--- src/rtl/id_ex_operand_stage.sv ---
// ID/EX pipeline register and operand-delivery stage feeding alu1.
// Latches decoded operands/control from ID, resolves EX/MEM and MEM/WB
// forwarding for rs/rt, detects load-use hazards and inserts bubbles on
// stall or branch flush.
//
// Ports:
//   clk, rst_n                 clock, asynchronous active-low reset
//   id_*                       decoded instruction from ID
//   flush                      taken branch/jump, kills the ID instruction
//   exmem_*, memwb_*           forwarding sources
//   A_out, B_out               operands to alu1
//   aluop_out, shamt_out       alu1 opcode and shift amount
//   store_data_out             forwarded rt for stores
//   ex_*                       registered control/destination to EX/MEM
//   stall_out                  hold PC and IF/ID this cycle
//   stall_count                saturating count of stall cycles
module id_ex_operand_stage #(
    parameter int unsigned STALL_CNT_W = 16
) (
    input  logic                   clk,
    input  logic                   rst_n,
    input  logic                   id_valid,
    input  logic [31:0]            id_rs_val,
    input  logic [31:0]            id_rt_val,
    input  logic [31:0]            id_imm,
    input  logic [4:0]             id_rs,
    input  logic [4:0]             id_rt,
    input  logic [4:0]             id_rd,
    input  logic [4:0]             id_shamt,
    input  logic [5:0]             id_aluop,
    input  logic                   id_alusrc,
    input  logic                   id_regwrite,
    input  logic                   id_memread,
    input  logic                   id_memwrite,
    input  logic                   id_memtoreg,
    input  logic                   flush,
    input  logic                   exmem_regwrite,
    input  logic [4:0]             exmem_rd,
    input  logic [31:0]            exmem_result,
    input  logic                   memwb_regwrite,
    input  logic [4:0]             memwb_rd,
    input  logic [31:0]            memwb_result,
    output logic [31:0]            A_out,
    output logic [31:0]            B_out,
    output logic [5:0]             aluop_out,
    output logic [4:0]             shamt_out,
    output logic [31:0]            store_data_out,
    output logic                   ex_valid,
    output logic                   ex_regwrite,
    output logic                   ex_memread,
    output logic                   ex_memwrite,
    output logic                   ex_memtoreg,
    output logic [4:0]             ex_rd,
    output logic                   stall_out,
    output logic [STALL_CNT_W-1:0] stall_count
);

    typedef struct packed {
        logic        valid;
        logic [31:0] rs_val;
        logic [31:0] rt_val;
        logic [31:0] imm;
        logic [4:0]  rs;
        logic [4:0]  rt;
        logic [4:0]  rd;
        logic [4:0]  shamt;
        logic [5:0]  aluop;
        logic        alusrc;
        logic        regwrite;
        logic        memread;
        logic        memwrite;
        logic        memtoreg;
    } ex_reg_t;

    ex_reg_t                ex_d, ex_q;
    logic [STALL_CNT_W-1:0] stall_cnt_d, stall_cnt_q;
    logic                   hz;
    logic [31:0]            fwd_rs, fwd_rt;

    // Load-use hazard; rt is compared even for I-type, a deliberate
    // conservative extra stall.
    always_comb begin
        hz = ex_q.valid & ex_q.memread & (ex_q.rd != 5'd0) & id_valid &
             ((ex_q.rd == id_rs) | (ex_q.rd == id_rt));
        stall_out = hz & ~flush;
    end

    // Flush and stall both load an all-zero bubble, so flush winning over
    // stall needs no extra priority logic beyond masking stall_out.
    always_comb begin
        ex_d = '0;
        if (!flush && !stall_out && id_valid) begin
            ex_d.valid    = 1'b1;
            ex_d.rs_val   = id_rs_val;
            ex_d.rt_val   = id_rt_val;
            ex_d.imm      = id_imm;
            ex_d.rs       = id_rs;
            ex_d.rt       = id_rt;
            ex_d.rd       = id_rd;
            ex_d.shamt    = id_shamt;
            ex_d.aluop    = id_aluop;
            ex_d.alusrc   = id_alusrc;
            ex_d.regwrite = id_regwrite;
            ex_d.memread  = id_memread;
            ex_d.memwrite = id_memwrite;
            ex_d.memtoreg = id_memtoreg;
        end
    end

    always_comb begin
        stall_cnt_d = stall_cnt_q;
        if (stall_out && (stall_cnt_q != '1)) begin
            stall_cnt_d = stall_cnt_q + {{(STALL_CNT_W-1){1'b0}}, 1'b1};
        end
    end

    always_ff @(posedge clk or negedge rst_n) begin
        if (!rst_n) begin
            ex_q        <= '0;
            stall_cnt_q <= '0;
        end else begin
            ex_q        <= ex_d;
            stall_cnt_q <= stall_cnt_d;
        end
    end

    // Forwarding: EX/MEM beats MEM/WB; register 0 is never forwarded.
    always_comb begin
        fwd_rs = ex_q.rs_val;
        if (exmem_regwrite && (exmem_rd != 5'd0) && (exmem_rd == ex_q.rs)) begin
            fwd_rs = exmem_result;
        end else if (memwb_regwrite && (memwb_rd != 5'd0) && (memwb_rd == ex_q.rs)) begin
            fwd_rs = memwb_result;
        end
    end

    always_comb begin
        fwd_rt = ex_q.rt_val;
        if (exmem_regwrite && (exmem_rd != 5'd0) && (exmem_rd == ex_q.rt)) begin
            fwd_rt = exmem_result;
        end else if (memwb_regwrite && (memwb_rd != 5'd0) && (memwb_rd == ex_q.rt)) begin
            fwd_rt = memwb_result;
        end
    end

    always_comb begin
        A_out          = fwd_rs;
        store_data_out = fwd_rt;
        B_out          = ex_q.alusrc ? ex_q.imm : fwd_rt;
        aluop_out      = ex_q.aluop;
        shamt_out      = ex_q.shamt;
        ex_valid       = ex_q.valid;
        ex_regwrite    = ex_q.regwrite;
        ex_memread     = ex_q.memread;
        ex_memwrite    = ex_q.memwrite;
        ex_memtoreg    = ex_q.memtoreg;
        ex_rd          = ex_q.rd;
        stall_count    = stall_cnt_q;
    end

endmodule

--- config.mk ---
export PLATFORM = sky130hd
export DESIGN_NAME = id_ex_operand_stage
export DESIGN_NICKNAME = d
export VERILOG_FILES = /design/src/rtl/id_ex_operand_stage.sv
export SDC_FILE = /design/constraint.sdc
export NUM_CORES = 1
export LEC_CHECK = 0
export ABC_AREA = 0
export CAP_MARGIN = 20
export CORE_ASPECT_RATIO = 0.8
export CORE_MARGIN = 4
export CORE_UTILIZATION = 41
export CTS_CLUSTER_SIZE = 16
export DETAILED_ROUTE_END_ITERATION = 16
export GPL_TIMING_DRIVEN = 0
export PLACE_DENSITY_LB_ADDON = 0.1
export RECOVER_POWER = 50
export SETUP_SLACK_MARGIN = 0.5
export SKIP_LAST_GASP = 1
export SYNTH_ARGS = -nofsm -noshare
export SYNTH_HDL_FRONTEND = slang
export SYNTH_SLANG_ARGS = --single-unit
export TNS_END_PERCENT = 100
--- constraint.sdc ---
create_clock -name clk -period 2.9 [get_ports clk]
set_input_delay 0.58 -clock clk [delete_from_list [all_inputs] [get_ports clk]]
set_output_delay 0.58 -clock clk [all_outputs]
set_load 0.005 [all_outputs]
[Yosys cells after proc, flatten, opt, wreduce, memory -nomap -nowiden]
Cells that the tools add are included.
Word-level totals
  register bits after elaboration: 144
  output and inout bits: 134
  word-level logic and storage cells: 50
Operators by class
  add/sub/neg operators: 1
  equality and inequality tests: 7
  muxes and demuxes: 6
  bitwise logic cells: 7
  reductions and logical operators: 14
Operator list (number)
  two-way mux 32 bit: 5
  two-way mux 128 bit: 1
  equality test 5 bit: 6
  adder 16 x 1 -> 16 bit, second input constant: 1
  inequality test 16 bit, second input constant: 1
  nonzero test 5 bit: 3
  logical AND 1 bit: 9
  bitwise AND 1 bit: 5
  zero test 1 bit: 2
  inverter 1 bit: 1
  OR 1 bit: 1

[Longest topological paths before layout]
  depth in word-level cells: 9
  depth in mapped cells: 8
  gate-level depth less buffers: 6

[Worst setup path after synthesis]
No wires, ideal clock.
  path type: input to output
  from: input port memwb_rd[1]
  to: output port B_out[15]
  arrival: 2115 ps
  required time: 2320 ps
  slack: 205 ps
  stages on the path: 8
  cells stage by stage: or4_1 -> o21a_1 -> and3_1 -> buf_6 -> buf_6 -> nand2_1 -> a31oi_2 -> mux2_2
Between the ends
  word-level cells in the longest chain between the ends: 6
  elaborated cells on any way between the ends: 7
RTL lines
  from (decl): RTL line 41  | input logic [4:0] memwb_rd,
  nonzero test 5 bit: RTL line 141  | end else if (memwb_regwrite && (memwb_rd != 5'd0) && (memwb_rd == ex_q.rt)) begin
  logical AND 1 bit: RTL line 141
  logical AND 1 bit (*): RTL line 141
  two-way mux 32 bit (*): RTL line 141
  two-way mux 32 bit (*): RTL line 139  | if (exmem_regwrite && (exmem_rd != 5'd0) && (exmem_rd == ex_q.rt)) begin
  named net store_data_out[15]: RTL line 47  | output logic [31:0] store_data_out,
  two-way mux 32 bit (*): RTL line 149  | B_out = ex_q.alusrc ? ex_q.imm : fwd_rt;
  to (decl): RTL line 44  | output logic [31:0] B_out,
The timed path passes the listed nets; every way through them passes the cells marked *.

[Worst setup path in the final report]
  from: input port exmem_rd[0]
  to: output port B_out[6]
Between the ends
  word-level cells in the longest chain between the ends: 5
  elaborated cells on any way between the ends: 6
RTL lines
  from (decl): RTL line 38  | input logic [4:0] exmem_rd,
  nonzero test 5 bit: RTL line 139
  logical AND 1 bit: RTL line 139
  logical AND 1 bit (*): RTL line 139
  two-way mux 32 bit (*): RTL line 139
  two-way mux 32 bit (*): RTL line 149
Every way passes the cells marked *; elsewhere a longest branch is shown, timed or not.

==> load_flow_metrics.sql <==
INSERT INTO impl_metrics (metric_group, metric, value, unit) VALUES
('synthesis', 'synth_top_area_frac', '0.511', ''),
('die', 'die_h', '125', 'um'),
('synthesis', 'synth-warning-count', '0', ''),
('clocking', 'tritoncts_clock_tree', 'built', ''),
('critical_path', 'endpoint_kind', 'output pin', ''),
('synthesis', 'synth-edff-count', '0', ''),
('die', 'design.die.area', '19400', 'um2'),
('clocking', 'cts_htree_levels', '4', ''),
('critical_path', 'timing.reg2reg.worst_path_depth', '8', ''),
('global_route', 'grt_max_degree', '76', ''),
('power_and_ir_drop', 'report.power.total', '5.32', 'mW'),
('power_and_ir_drop', 'power.ir.vdd_worst', '0.392', 'mV'),
('clocking', 'clk-insertion-delay-late', '0.43', 'ns'),
('detailed_routing', 'drc', '0', ''),
('synthesis', 'ys_ff_latch', '144', ''),
('die', 'standard_cell_row_count', '42', ''),
('power_and_ir_drop', 'leakagePower', '6.09', 'nW'),
('min_path', 'worstHoldPathCells', '2', ''),
('global_route', 'initial_antenna_violation_count', '1', ''),
('layout', 'finish.net_count', '1318', ''),
('detailed_routing', 'viasPerCell', '5.09', ''),
('detailed_routing', 'detail_route.wirelength', '29100', 'um'),
('place', 'post-place-cells', '1246', ''),
('critical_path', 'worstPathCellList', 'clkdlybuf4s15_2, xnor2_1, nand3_1, or4_4, buf_12, buf_12, buf_12, nor2_4, a31oi_4, mux2_4, buf_2', ''),
('min_path', 'hp-class', 'primary input to register', ''),
('clocking', 'cts_buffers', '17', ''),
('synthesis', 'synth_async_sr_flop_share', '1.00', ''),
('layout', 'final_layout_size_suffix_gt1_frac', '0.392', ''),
('synthesis', 'postSynthAreaPerCell', '10.3', 'um2'),
('detailed_routing', 'detailedRoute.firstPassIterationCount', '5', ''),
('critical_path', 'timing.rr.end', 'ex_q[65]', ''),
('synthesis', 'synth_cell_type_count', '36', ''),
('synthesis', 'yosys-top-cells-area', 'dfrtp_1, and2_1, mux2_2', ''),
('critical_path', 'critical-path-slowest-cell', 'or4_4', ''),
('detailed_routing', 'detail_route.wl_per_cell', '21.7', 'um'),
('sta', 'setup_clock_skew_after_layout', '0.0123', 'ns'),
('place', 'post-dp-hpwl', '18800', 'um'),
('detailed_routing', 'dr.first_iter.drc_count', '348', ''),
('sta', 'finalWorstSetupSlack', '-0.247', 'ns'),
('clocking', 'numClockSinks', '144', ''),
('synthesis', 'postSynthNetCount', '894', ''),
('sta', 'finalSetupViolCount', '83', ''),
('global_route', 'first_global_vias', '7297', ''),
('critical_path', 'critical_path_at', '2.57', 'ns'),
('sta', 'report.final.slew_viol_count', '71', ''),
('critical_path', 'critPathLaunchType', 'primary input', ''),
('sta', 'grt_setup_unrepaired', 'yes', ''),
('synthesis', 'syn_area', '7060', 'um2'),
('run_status', 'failing_checks', 'max-capacitance violations, max-slew violations, negative setup slack', ''),
('sta', 'hold_slack', '0.455', 'ns'),
('critical_path', 'cp_common_cell', 'buf_12', ''),
('detailed_routing', 'drtAntennaViolNets', '0', ''),
('flow_run', 'maxCapViolations', '1', ''),
('min_path', 'whs_endpoint', 'ex_q[25]', ''),
('detailed_routing', 'vias', '6842', ''),
('clocking', 'worst_setup_hold_path_clk_slew', '0.06', 'ns'),
('place', 'portBuffers', '339', ''),
('critical_path', 'origin_of_the_worst_setup_path', 'exmem_rd[0]', ''),
('sta', 'final.setup.tns', '-10.73', 'ns'),
('synthesis', 'postSynth.topFlopCell', 'dfrtp_1', ''),
('sta', 'timing_worst_slew_pin_value', '1.77', 'ns'),
('layout', 'stdcell_area', '13400', 'um2'),
('run_status', 'status', 'complete, but fails checks', ''),
('critical_path', 'setup.reg_to_reg.worst_slack', '0.59', 'ns'),
('clocking', 'maximum_buffer_depth_of_the_clock_tree', '2', ''),
('synthesis', 'netlist_top_cells_count', 'dfrtp_1, and2_1, nor2_1', ''),
('layout', 'flow.area_growth_from_synthesis', '89.9', '%'),
('die', 'start_util', '0.422', ''),
('critical_path', 'worst-setup-path-type', 'primary input to output pin', ''),
('global_route', 'globalRouteTotalUtil', '0.286', ''),
('die', 'num_io_pins', '341', '');
[cell usage in the layout (no fill, tap or decap), drive strengths merged, types with 2 or more instances in the layout]
| cell type | n |
|---|---|
| clkdlybuf4s50 | 208 |
| buf | 205 |
| dfrtp | 144 |
| and2 | 127 |
| nor2 | 70 |
| nand2 | 67 |
| clkbuf | 41 |
| mux2 | 33 |
| a31oi | 32 |
| mux2i | 32 |
| a21oi | 32 |
| xor2 | 24 |
| xnor2 | 21 |
| dlygate4sd3 | 17 |
| nand4 | 8 |
| nand3 | 8 |
| nor3 | 8 |
| clkinv | 7 |
| clkdlybuf4s15 | 5 |
| or4 | 4 |
| dlymetal6s2s | 4 |
| and3 | 4 |
| clkinvlp | 3 |
| dlygate4sd2 | 3 |
| bufinv | 2 |
[sequential cells by signal (all words and copies together) (netlist names)]
register / cells
aluop_out: 6
ex_memread: 1
ex_valid: 1
ex_q: 107
ex_regwrite: 1
ex_memwrite: 1
stall_count: 16
ex_memtoreg: 1
ex_rd: 5
shamt_out: 5
[routing by layer]
| metal | share of wire | GRT usage |
|---|---|---|
| met1 | 0.38 | 0.339 |
| met2 | 0.51 | 0.488 |
| met3 | 0.071 | 0.0801 |
| met4 | 0.039 | 0.123 |
| met5 | 0 | 0 |
[worst max-delay path by stage]
stage / to / cells after the start
finish: B_out[6] / 11
global route: B_out[4] / 9
CTS: B_out[17] / 10
detailed placement: B_out[6] / 9
global placement: ex_q[39] / 1
floorplan: B_out[15] / 8
[what timing repair did]
item / in CTS / in global routing
endpoints found under the setup margin: 97 / 225
pin swaps: 67 / 55
gates cloned: 13 / 2
resized for setup: 663 / 123
buffers inserted: 39 / 11
[power by group]
group / internal [mW] / switching (mW)
logic: 0.603 / 0.402
clock network: 1.31 / 0.892
registers: 2.08 / 0.0326
[final cells by class]
type	count	area (um2)
Clock inverter	13	138
Tap cell	220	275
Antenna cell	1	2.50
Multi-Input combinational cell	483	4290
Buffer	59	589
Fill cell	1022	3310
Clock buffer	19	453
Timing Repair Buffer	405	4050
Sequential cell	144	3600
[cells by family (layout without fill, tap and decap cells)]
logic type | Yosys count | in the layout | synth area share
compound gates | 69 | 69 | 0.0606
fa+ha+maj | 1 | 1 | 0.00177
mux | 65 | 65 | 0.0980
buf+inv | 59 | 496 | 0.0519
other cells | 0 | 1 | 0
xor+xnor | 45 | 45 | 0.0558
simple gates | 303 | 303 | 0.221
flops | 144 | 144 | 0.511
Power figures use the tool's default switching activity.
